--- src/rtl/ps2_pkg.sv ---
// Shared definitions for the PS/2 keyboard receiver: frame FSM encoding,
// prefix scan codes and the frame validity rule.
package ps2_pkg;

  typedef logic [7:0] scan_code_t;

  typedef enum logic [1:0] {
    ST_IDLE,
    ST_DATA,
    ST_PARITY,
    ST_STOP
  } frame_state_t;

  localparam scan_code_t PS2_EXT_CODE   = 8'hE0;
  localparam scan_code_t PS2_BREAK_CODE = 8'hF0;

  // A frame is good when data plus parity hold an odd number of ones and the
  // stop bit is high.
  function automatic logic frame_ok(input scan_code_t data, input logic parity,
                                    input logic stop);
    return (^{data, parity}) & stop;
  endfunction

endpackage

--- src/rtl/ps2_keyboard_rx_if.sv ---
// Key event bus produced by ps2_keyboard_rx: decoded key events plus an
// error strobe for malformed or abandoned frames.
interface ps2_keyboard_rx_if;
  import ps2_pkg::*;

  logic       key_valid;
  scan_code_t key_code;
  logic       key_extended;
  logic       key_release;
  logic       rx_error;

  modport master (
    output key_valid,
    output key_code,
    output key_extended,
    output key_release,
    output rx_error
  );

  modport slave (
    input key_valid,
    input key_code,
    input key_extended,
    input key_release,
    input rx_error
  );

endinterface

--- src/rtl/ps2_line_filter.sv ---
// Two-flop synchronizer followed by a run-length filter for one PS/2 line;
// the filtered output only follows the line after FILTER_LEN equal samples.
module ps2_line_filter #(
  parameter int FILTER_LEN = 8
) (
  input  logic clk,
  input  logic reset_n,
  input  logic line_raw,
  output logic line_filt
);

  localparam int CNT_W = (FILTER_LEN > 1) ? $clog2(FILTER_LEN) : 1;

  logic [1:0]       sync_q;
  logic [CNT_W-1:0] run_cnt;

  // Both stages reset high so an idle line is seen as idle right after reset.
  always_ff @(posedge clk or negedge reset_n) begin
    if (!reset_n) begin
      sync_q <= 2'b11;
    end else begin
      // NOTE: sequential state uses non-blocking assignments so every flop
      // samples the pre-edge value of its neighbours, independent of order.
      sync_q <= {sync_q[0], line_raw};
    end
  end

  // run_cnt counts consecutive synchronized samples that disagree with the
  // current output; the output flips on the FILTER_LEN-th one.
  always_ff @(posedge clk or negedge reset_n) begin
    if (!reset_n) begin
      line_filt <= 1'b1;
      run_cnt   <= '0;
    end else if (sync_q[1] == line_filt) begin
      run_cnt <= '0;
    end else if (run_cnt == CNT_W'(FILTER_LEN - 1)) begin
      line_filt <= sync_q[1];
      run_cnt   <= '0;
    end else begin
      run_cnt <= run_cnt + 1'b1;
    end
  end

endmodule

--- src/rtl/ps2_keyboard_rx.sv ---
// PS/2 keyboard receiver: filters both lines, frames 11-bit words on falling
// filtered clock edges, enforces an inter-edge timeout and decodes E0/F0 prefixes.
module ps2_keyboard_rx
  import ps2_pkg::*;
#(
  parameter int FILTER_LEN     = 8,
  parameter int TIMEOUT_CYCLES = 100000
) (
  input  logic              clk,
  input  logic              reset_n,
  input  logic              ps2_clk,
  input  logic              ps2_data,
  ps2_keyboard_rx_if.master key_if
);

  localparam int TMO_W = (TIMEOUT_CYCLES > 1) ? $clog2(TIMEOUT_CYCLES) : 1;

  logic clk_filt;
  logic data_filt;
  logic clk_filt_d;
  logic sample;

  frame_state_t state, state_next;
  logic [2:0]   bit_cnt, bit_cnt_next;
  scan_code_t   shift_q, shift_next;
  logic         parity_q, parity_next;
  logic [TMO_W-1:0] tmo_cnt;
  logic         timeout;
  logic         byte_ok;
  logic         frame_err;

  logic         ext_flag;
  logic         rel_flag;
  logic         key_valid_q;
  scan_code_t   key_code_q;
  logic         key_extended_q;
  logic         key_release_q;
  logic         rx_error_q;

  ps2_line_filter #(.FILTER_LEN(FILTER_LEN)) u_clk_filter (
    .clk       (clk),
    .reset_n   (reset_n),
    .line_raw  (ps2_clk),
    .line_filt (clk_filt)
  );

  ps2_line_filter #(.FILTER_LEN(FILTER_LEN)) u_data_filter (
    .clk       (clk),
    .reset_n   (reset_n),
    .line_raw  (ps2_data),
    .line_filt (data_filt)
  );

  always_ff @(posedge clk or negedge reset_n) begin
    if (!reset_n) clk_filt_d <= 1'b1;
    else          clk_filt_d <= clk_filt;
  end

  assign sample  = clk_filt_d & ~clk_filt;
  assign timeout = (state != ST_IDLE) && !sample &&
                   (tmo_cnt == TMO_W'(TIMEOUT_CYCLES - 1));

  always_ff @(posedge clk or negedge reset_n) begin
    if (!reset_n) begin
      state    <= ST_IDLE;
      bit_cnt  <= '0;
      shift_q  <= '0;
      parity_q <= 1'b0;
    end else begin
      state    <= state_next;
      bit_cnt  <= bit_cnt_next;
      shift_q  <= shift_next;
      parity_q <= parity_next;
    end
  end

  always_comb begin
    // NOTE: every output of this block gets a default first, so no path
    // through the case statement can leave one unassigned and infer a latch.
    state_next   = state;
    bit_cnt_next = bit_cnt;
    shift_next   = shift_q;
    parity_next  = parity_q;
    byte_ok      = 1'b0;
    frame_err    = 1'b0;

    if (timeout) begin
      state_next   = ST_IDLE;
      bit_cnt_next = '0;
      shift_next   = '0;
      frame_err    = 1'b1;
    end else if (sample) begin
      unique case (state)
        ST_IDLE: begin
          if (!data_filt) begin
            state_next   = ST_DATA;
            bit_cnt_next = '0;
          end else begin
            frame_err = 1'b1;
          end
        end
        ST_DATA: begin
          shift_next   = {data_filt, shift_q[7:1]};
          bit_cnt_next = bit_cnt + 3'd1;
          if (bit_cnt == 3'd7) state_next = ST_PARITY;
        end
        ST_PARITY: begin
          parity_next = data_filt;
          state_next  = ST_STOP;
        end
        ST_STOP: begin
          state_next = ST_IDLE;
          if (frame_ok(shift_q, parity_q, data_filt)) byte_ok   = 1'b1;
          else                                        frame_err = 1'b1;
        end
        default: state_next = ST_IDLE;
      endcase
    end
  end

  // Idle-time watchdog; only runs while a frame is in progress.
  always_ff @(posedge clk or negedge reset_n) begin
    if (!reset_n) begin
      tmo_cnt <= '0;
    end else if (state == ST_IDLE || sample || timeout) begin
      tmo_cnt <= '0;
    end else begin
      tmo_cnt <= tmo_cnt + 1'b1;
    end
  end

  // Prefix decoder and output registers. Errors and accepted bytes come from
  // exclusive FSM paths, so key_valid and rx_error can never coincide.
  always_ff @(posedge clk or negedge reset_n) begin
    if (!reset_n) begin
      ext_flag       <= 1'b0;
      rel_flag       <= 1'b0;
      key_valid_q    <= 1'b0;
      key_code_q     <= '0;
      key_extended_q <= 1'b0;
      key_release_q  <= 1'b0;
      rx_error_q     <= 1'b0;
    end else begin
      key_valid_q <= 1'b0;
      rx_error_q  <= 1'b0;
      if (frame_err) begin
        rx_error_q <= 1'b1;
        ext_flag   <= 1'b0;
        rel_flag   <= 1'b0;
      end else if (byte_ok) begin
        if (shift_q == PS2_EXT_CODE) begin
          ext_flag <= 1'b1;
        end else if (shift_q == PS2_BREAK_CODE) begin
          rel_flag <= 1'b1;
        end else begin
          key_valid_q    <= 1'b1;
          key_code_q     <= shift_q;
          key_extended_q <= ext_flag;
          key_release_q  <= rel_flag;
          ext_flag       <= 1'b0;
          rel_flag       <= 1'b0;
        end
      end
    end
  end

  assign key_if.key_valid    = key_valid_q;
  assign key_if.key_code     = key_code_q;
  assign key_if.key_extended = key_extended_q;
  assign key_if.key_release  = key_release_q;
  assign key_if.rx_error     = rx_error_q;

endmodule

--- src/flat_wrapper.sv ---
// flat-port wrapper written by rule: the top's interface ports become plain ports
module ps2_keyboard_rx_flat import ps2_pkg::*;
#(
  parameter int FILTER_LEN     = 8,
  parameter int TIMEOUT_CYCLES = 100000
)
  (clk, reset_n, ps2_clk, ps2_data, key_if_key_valid, key_if_key_code, key_if_key_extended, key_if_key_release, key_if_rx_error);
  ps2_keyboard_rx_if key_if_i ();
  input  logic clk;
  input  logic reset_n;
  input  logic ps2_clk;
  input  logic ps2_data;
  output wire logic [$bits(key_if_i.key_valid)-1:0] key_if_key_valid;
  output wire logic [$bits(key_if_i.key_code)-1:0] key_if_key_code;
  output wire logic [$bits(key_if_i.key_extended)-1:0] key_if_key_extended;
  output wire logic [$bits(key_if_i.key_release)-1:0] key_if_key_release;
  output wire logic [$bits(key_if_i.rx_error)-1:0] key_if_rx_error;
  assign key_if_key_valid = key_if_i.key_valid;
  assign key_if_key_code = key_if_i.key_code;
  assign key_if_key_extended = key_if_i.key_extended;
  assign key_if_key_release = key_if_i.key_release;
  assign key_if_rx_error = key_if_i.rx_error;
  ps2_keyboard_rx #(.FILTER_LEN(FILTER_LEN), .TIMEOUT_CYCLES(TIMEOUT_CYCLES)) u_core (.clk(clk), .reset_n(reset_n), .ps2_clk(ps2_clk), .ps2_data(ps2_data), .key_if(key_if_i));
endmodule
--- config.mk ---
export PLATFORM = sky130hd
export DESIGN_NAME = ps2_keyboard_rx_flat
export DESIGN_NICKNAME = d
export VERILOG_FILES = /design/src/rtl/ps2_pkg.sv /design/src/rtl/ps2_keyboard_rx_if.sv /design/src/rtl/ps2_line_filter.sv /design/src/rtl/ps2_keyboard_rx.sv /design/src/flat_wrapper.sv
export SDC_FILE = /design/constraint.sdc
export NUM_CORES = 1
export LEC_CHECK = 0
export CAP_MARGIN = 20
export CORE_MARGIN = 5
export CORE_UTILIZATION = 60
export CTS_BUF_LIST = sky130_fd_sc_hd__clkbuf_16
export DETAILED_ROUTE_END_ITERATION = 16
export PLACE_DENSITY = 0.8
export SYNTH_ARGS = -nofsm -noshare
export SYNTH_HDL_FRONTEND = slang
export SYNTH_SLANG_ARGS = --single-unit
--- constraint.sdc ---
create_clock -name clk -period 5.71 [get_ports clk]
set_input_delay 0.571 -clock clk [delete_from_list [all_inputs] [get_ports clk]]
set_output_delay 0.571 -clock clk [all_outputs]
set_load 0.02 [all_outputs]
* After elaboration in Yosys (flattened, before gate mapping)
Index checks and enable logic that the tools add are counted.
Word-level totals: input bits 4, logic and storage cells 107, bits in registers 58, output and inout bits 12
Cells by class: bitwise logic cells 9, equal/unequal tests 15, mux-type cells 39, add/subtract/negate cells 4, reductions and logical operators 21
Operator list (count):
- 2-to-1 mux 8 bit | 3
- 2-to-1 mux 1 bit | 21
- 2-to-1 mux 3 bit | 7
- adder 17 x 1 -> 17 bit (second input constant) | 1
- equality test 17 bit (second input constant) | 1
- 2-to-1 mux 17 bit | 1
- equality test 8 bit (second input constant) | 2
- AND reduction 2 bit | 5
- adder 3 x 1 -> 3 bit (second input constant) | 3
- equality test 3 bit (second input constant) | 3
- AND reduction 3 bit | 3
- XOR reduction 9 bit | 1
- 2-to-1 mux 2 bit | 4
- case mux 2 bit (4 select lines) | 1
- nonzero test 2 bit | 4
- NOT 1 bit | 7
- != test 3 x 1 -> 1 bit (second input constant) | 2
- case mux 3 bit (2 select lines) | 1
- equality test 2 bit (second input constant) | 2
- AND reduction 4 bit | 1
- != test 3 x 2 -> 1 bit (second input constant) | 1
- nonzero test 3 bit | 1
- AND 1 bit | 2
- equality test 1 bit | 2
- other kinds (7) | 9

* Depth between registers and ports, before layout
depth after elaboration 8, depth in mapped cells 8, depth with buffers taken out 7

* Modules after synthesis
From an unflattened synthesis, not the netlist that was laid out.
Second synthesis, totals: cell total of the unflattened synthesis 260, area, all modules 2860.2 sq um
By module, submodules not included:
- ps2_keyboard_rx | area an instance 2412.3 sq um, seq. area each 1152.4 sq um, cells an instance 234, times used 1
- ps2_line_filter | area an instance 224.0 sq um, seq. area each 153.9 sq um, cells an instance 13, times used 2

* Least setup slack after synthesis
No wires, ideal clock.
path type reg2reg, start point reg u_core.shift_q[2], end point reg u_core.key_code_q[1], in the netlist u_core.key_if.key_code[1], buffers on the path 1, setup time 0.125 ns, arrival 2.298 ns, stages on the path, launching flop included 8, clock period less this slack 2.423 ns, required time 5.585 ns, slack 3.287 ns, path through dfrtp_1 -> xnor2_2 -> xnor3_1 -> and4_4 -> or3_4 -> nor3_4 -> buf_6 -> mux2_4
Between the ends: word-level cells in the longest chain between the ends 8, elaborated cells on any way between the ends 16, those cells by class eq/ne: 2; mux: 8; bitwise: 4; reduce/logical: 2
Ends and longest elaborated chain:
- start, declared | line ps2_keyboard_rx.sv:25 | scan_code_t shift_q, shift_next;
- start signal, assigned | line ps2_keyboard_rx.sv:72 | shift_q <= shift_next;
- XOR reduction 9 bit | line ps2_pkg.sv:21 | return (^{data, parity}) & stop;
- AND 1 bit | line ps2_pkg.sv:21
- 2-to-1 mux 1 bit | line ps2_keyboard_rx.sv:113 | if (frame_ok(shift_q, parity_q, data_filt)) byte_ok = 1'b1;
- case mux 1 bit (2 select lines) | line ps2_keyboard_rx.sv:93 | unique case (state)
- 2-to-1 mux 1 bit | line ps2_keyboard_rx.sv:92 | end else if (sample) begin
- 2-to-1 mux 1 bit | line ps2_keyboard_rx.sv:87 | if (timeout) begin
- NOT 1 bit (no source line)
- AND reduction 4 bit (no source line) (*)
- end signal, assigned | line ps2_keyboard_rx.sv:157 | key_code_q <= shift_q;
- end, declared | line ps2_keyboard_rx.sv:35 | scan_code_t key_code_q;
Every way passes the cells marked *; elsewhere a longest branch is shown, timed or not. A chain may end at the register's enable or synchronous reset.

* Final worst setup path
start point reg u_core.shift_q[2], end point reg u_core.key_code_q[0], in the netlist u_core.key_if.key_code[0]
Same word-level chain as after synthesis.

==> results_dict.tcl <==
set metrics [dict create \
    outcome "complete, no violations" \
    grt_first_pass_wirelength_um 8910 \
    post_route_cells_drive_above_1_share_pct 15.3 \
    critical_path_class "reg2reg" \
    crit_path_buffers_inverters 0 \
    critPathMaxFanout 11 \
    finalNetCount 286 \
    yosysTopAreaCell "sky130_fd_sc_hd__dfrtp_1" \
    drt-vias-per-instance 5.75 \
    report.final.setup_viol 0 \
    pre_cts_ws_ns 2.85 \
    worst_ir_drop_on_vdd_mv 0.249 \
    crit_chain "xnor2_2, xnor3_1, and4_4, or3_4, nor3_4, mux2_1" \
    intPower_mw 0.894 \
    ios 16 \
    start_util_pct 61.0 \
    synth-edff-count 0 \
    final.setup_skew_ns 0.00832 \
    first_global_vias 1931 \
    clock-root-buffer "sky130_fd_sc_hd__clkbuf_16" \
    finalSetupTns_ns 0 \
    critical-path-max-stage-delay_ns 0.53 \
    placementRows 25 \
    worstSetupEndpointType "flip-flop" \
    post_synth_num_cell_types 43 \
    cts_made_buffers 9 \
    synth_top_area_share_pct 44.9 \
    cts-resized-gates 0 \
    timing.slew.headroom_pct 53.3 \
    ys_dominant_reg_cell "sky130_fd_sc_hd__dfrtp_1" \
    die_y_um 78.8 \
    core_area_mm2 0.00466 \
    max-cap-violations 0 \
    synth_cells 251 \
    holdCritPathClass "reg2reg" \
    critPathTopFamily "simple AND/OR/NAND/NOR gates" \
    count_of_tritonroute_iterations_in_the_first_routing_pass 4 \
    fillerInstances 329 \
    grt_usage_pct 18.6 \
    clock_tree_from_tritoncts "yes" \
    grt_start_max_net_pins 59 \
    cts_post_setup_buffers_inserted 0 \
    timing.final.crit_share_pct 50.0 \
    required_ns 5.91 \
    synth.top_cells.by_count "sky130_fd_sc_hd__dfrtp_1, sky130_fd_sc_hd__nand2_1, sky130_fd_sc_hd__nand3_1, sky130_fd_sc_hd__nor2_1, sky130_fd_sc_hd__a21oi_1" \
    final_slew_violations 0 \
    power_per_cell_area_mw_per_mm2 378 \
    cts.clk_slew.worst_paths_ns 0.05 \
    die_width_um 78.8 \
    sequential_cell_area_mm2 0.00146 \
    syn_area_per_cell_um2 11.3 \
    drt_iter0_markers 112 \
    synthMostInstantiatedCell "sky130_fd_sc_hd__dfrtp_1" \
    static-leakage-power_nw 1.54 \
    power_frac_seq_pct 41.4 \
    cts-root-to-sink-buffers 2 \
    avgRoutedWirePerCell_um 15.3 \
    max_slew.worst_pin.slew_ns 0.700 \
    total_number_of_yosys_warnings 0 \
    wirelength_routed_um 5020 \
    clock_tree.htree_level_count 3 \
    postSynthRegisterBits 58 \
    synthesis.area_mm2 0.00284 \
    worst_setup_start_kind "flip-flop" \
    clock_power_share_pct 39.5 \
    buffer_ports.inserted 15 \
    synth.yosys.seq_area_share_pct 51.3 \
    multi_input_gate_area_in_the_final_layout_mm2 0.00131 \
    synthArstFlopShare_pct 100 \
    grt_remaining_overflow 0 \
    routabilityCongestion 0.881 \
    antenna_found_initial 0 \
    hpwl_um 3390 \
    comb_power_share_pct 19.1 \
    antenna_violating_nets_post_route 0 \
    synthTopCellsByArea "sky130_fd_sc_hd__dfrtp_1, sky130_fd_sc_hd__dfstp_2, sky130_fd_sc_hd__ha_1" \
    finalWorstPathRequiredPeriod_ns 2.85 \
    worst_path_arrival_ns 3.06 \
    detail_route.drc_violations 0 \
    sw_frac_of_total_pct 28.7 \
    die_area_mm2 0.00622 \
    num_antenna_cells 0 \
    switchingPower_mw 0.359 \
    syn2layout_area_growth_pct 16.4 \
    synth_fp_nets 267 \
    grt_setup_unrepaired "false" \
    postCtsHoldBufs 0 \
    cts.sink_count 58 \
    clk-insertion-delay-late_ns 0.32 \
    fmax_mhz 350 \
    dr_vias 1893 \
    hold_viol 0 \
    worst_slack_ns 2.86 \
    crit_slowest_cell "sky130_fd_sc_hd__nor3_4" \
]
-- cell families after synthesis --
group,count (synthesis),share of synthesized area (%)
DFF,58,51.3
adders and majority gates,12,5.28
xor gates and xnor gates,27,10.1
muxes,16,7.44
buffers and inverters,16,2.46
AOI/OAI and AO/OA,29,6.69
and+or+nand+nor,93,16.7
-- final timing paths --
path                                                          startpoint                                        to  slack, ns  cells after the start
worst max register to register             u_core.shift_q[2]$_DFFE_PN0P_     u_core.key_if.key_code[0]$_DFFE_PN0P_       2.86                      6
min in group asynchronous                                        reset_n  u_core.u_clk_filter.run_cnt[0]$_DFF_PN0_       0.39                      2
max in group asynchronous                                        reset_n     u_core.key_if.key_code[6]$_DFFE_PN0P_       4.86                      2
worst max-delay path                       u_core.shift_q[2]$_DFFE_PN0P_     u_core.key_if.key_code[0]$_DFFE_PN0P_       2.86                      6
worst min-delay path            u_core.u_data_filter.sync_q[0]$_DFF_PN1_  u_core.u_data_filter.sync_q[1]$_DFF_PN1_       0.35                      0
worst min register to register  u_core.u_data_filter.sync_q[0]$_DFF_PN1_  u_core.u_data_filter.sync_q[1]$_DFF_PN1_       0.35                      0
-- stage by stage --
stage | hold slack, ns | instance area (um^2) | power (mW) | utilization, % | instances
after global routing | 0.358 | 3310 | 1.33 | 71.0 | 329
after detailed placement | 0.348 | 3030 | 0.764 | 65.0 | 313
after floorplan | 0.275 | 2840 | 0.701 | - | 251
final | 0.354 | 3310 | 1.25 | 71.0 | 329
after CTS | 0.355 | 3310 | 1.26 | 71.0 | 329
after global placement | 0.346 | 3030 | 0.754 | 65.0 | 313
-- registers in the layout (all words and copies together), names as in the netlist --
name / cells
u_core.bit_cnt: 3
u_core.clk_filt_d: 1
u_core.ext_flag: 1
u_core.key_if.key_code: 8
u_core.key_if.key_extended: 1
u_core.key_if.key_release: 1
u_core.key_if.key_valid: 1
u_core.key_if.rx_error: 1
u_core.parity_q: 1
u_core.rel_flag: 1
u_core.shift_q: 8
u_core.state: 2
u_core.tmo_cnt: 17
u_core.u_clk_filter.line_filt: 1
u_core.u_clk_filter.run_cnt: 3
u_core.u_clk_filter.sync_q: 2
u_core.u_data_filter.line_filt: 1
u_core.u_data_filter.run_cnt: 3
u_core.u_data_filter.sync_q: 2
-- per-layer routing --
layer	share of wire (%)	up-vias	global-route usage, %
met5	0	-	0
met4	2.3	0	9.45
met3	3.6	9	3.51
met2	50	36	32.3
met1	44	938	22.1
li1	-	910	-
-- cell usage in the layout, fill, tap and decap left out, drive strengths merged, types with 6 or more instances in the layout --
cell type and count:
nor3 10, nor2 19, xnor2 13, dfstp 7, nand2 20, ha 12, and3 6, clkbuf 9
mux2 14, clkdlybuf4s50 14, dfrtp 51, xor2 12, nand3 19, a21oi 13, inv 8
-- worst reg2reg max path, cell delays in order, from the launching register on --
cell and delay (ns):
sky130_fd_sc_hd__dfrtp_1 0.44, sky130_fd_sc_hd__xnor2_2 0.31, sky130_fd_sc_hd__xnor3_1 0.48, sky130_fd_sc_hd__and4_4 0.19
sky130_fd_sc_hd__or3_4 0.39, sky130_fd_sc_hd__nor3_4 0.53, sky130_fd_sc_hd__mux2_1 0.39
-- power by group through the flow --
| stage | registers, mW | logic (mW) | clock network [mW] |
|---|---|---|---|
| floorplan | 0.501 | 0.199 | 0 |
| global placement | 0.520 | 0.235 | 0 |
| detailed placement | 0.524 | 0.240 | 0 |
| CTS | 0.519 | 0.244 | 0.500 |
| global route | 0.527 | 0.281 | 0.524 |
| finish | 0.519 | 0.239 | 0.495 |
-- layout make-up --
class,count,share of cell area [%]
inverter,6,0.680
tap,54,2.04
timing repair buffer,18,5.06
multi-input combinational,177,39.7
clock inverter,7,1.63
clock buffer,9,6.80
sequential,58,44.1
Power figures use the tool's default switching activity.
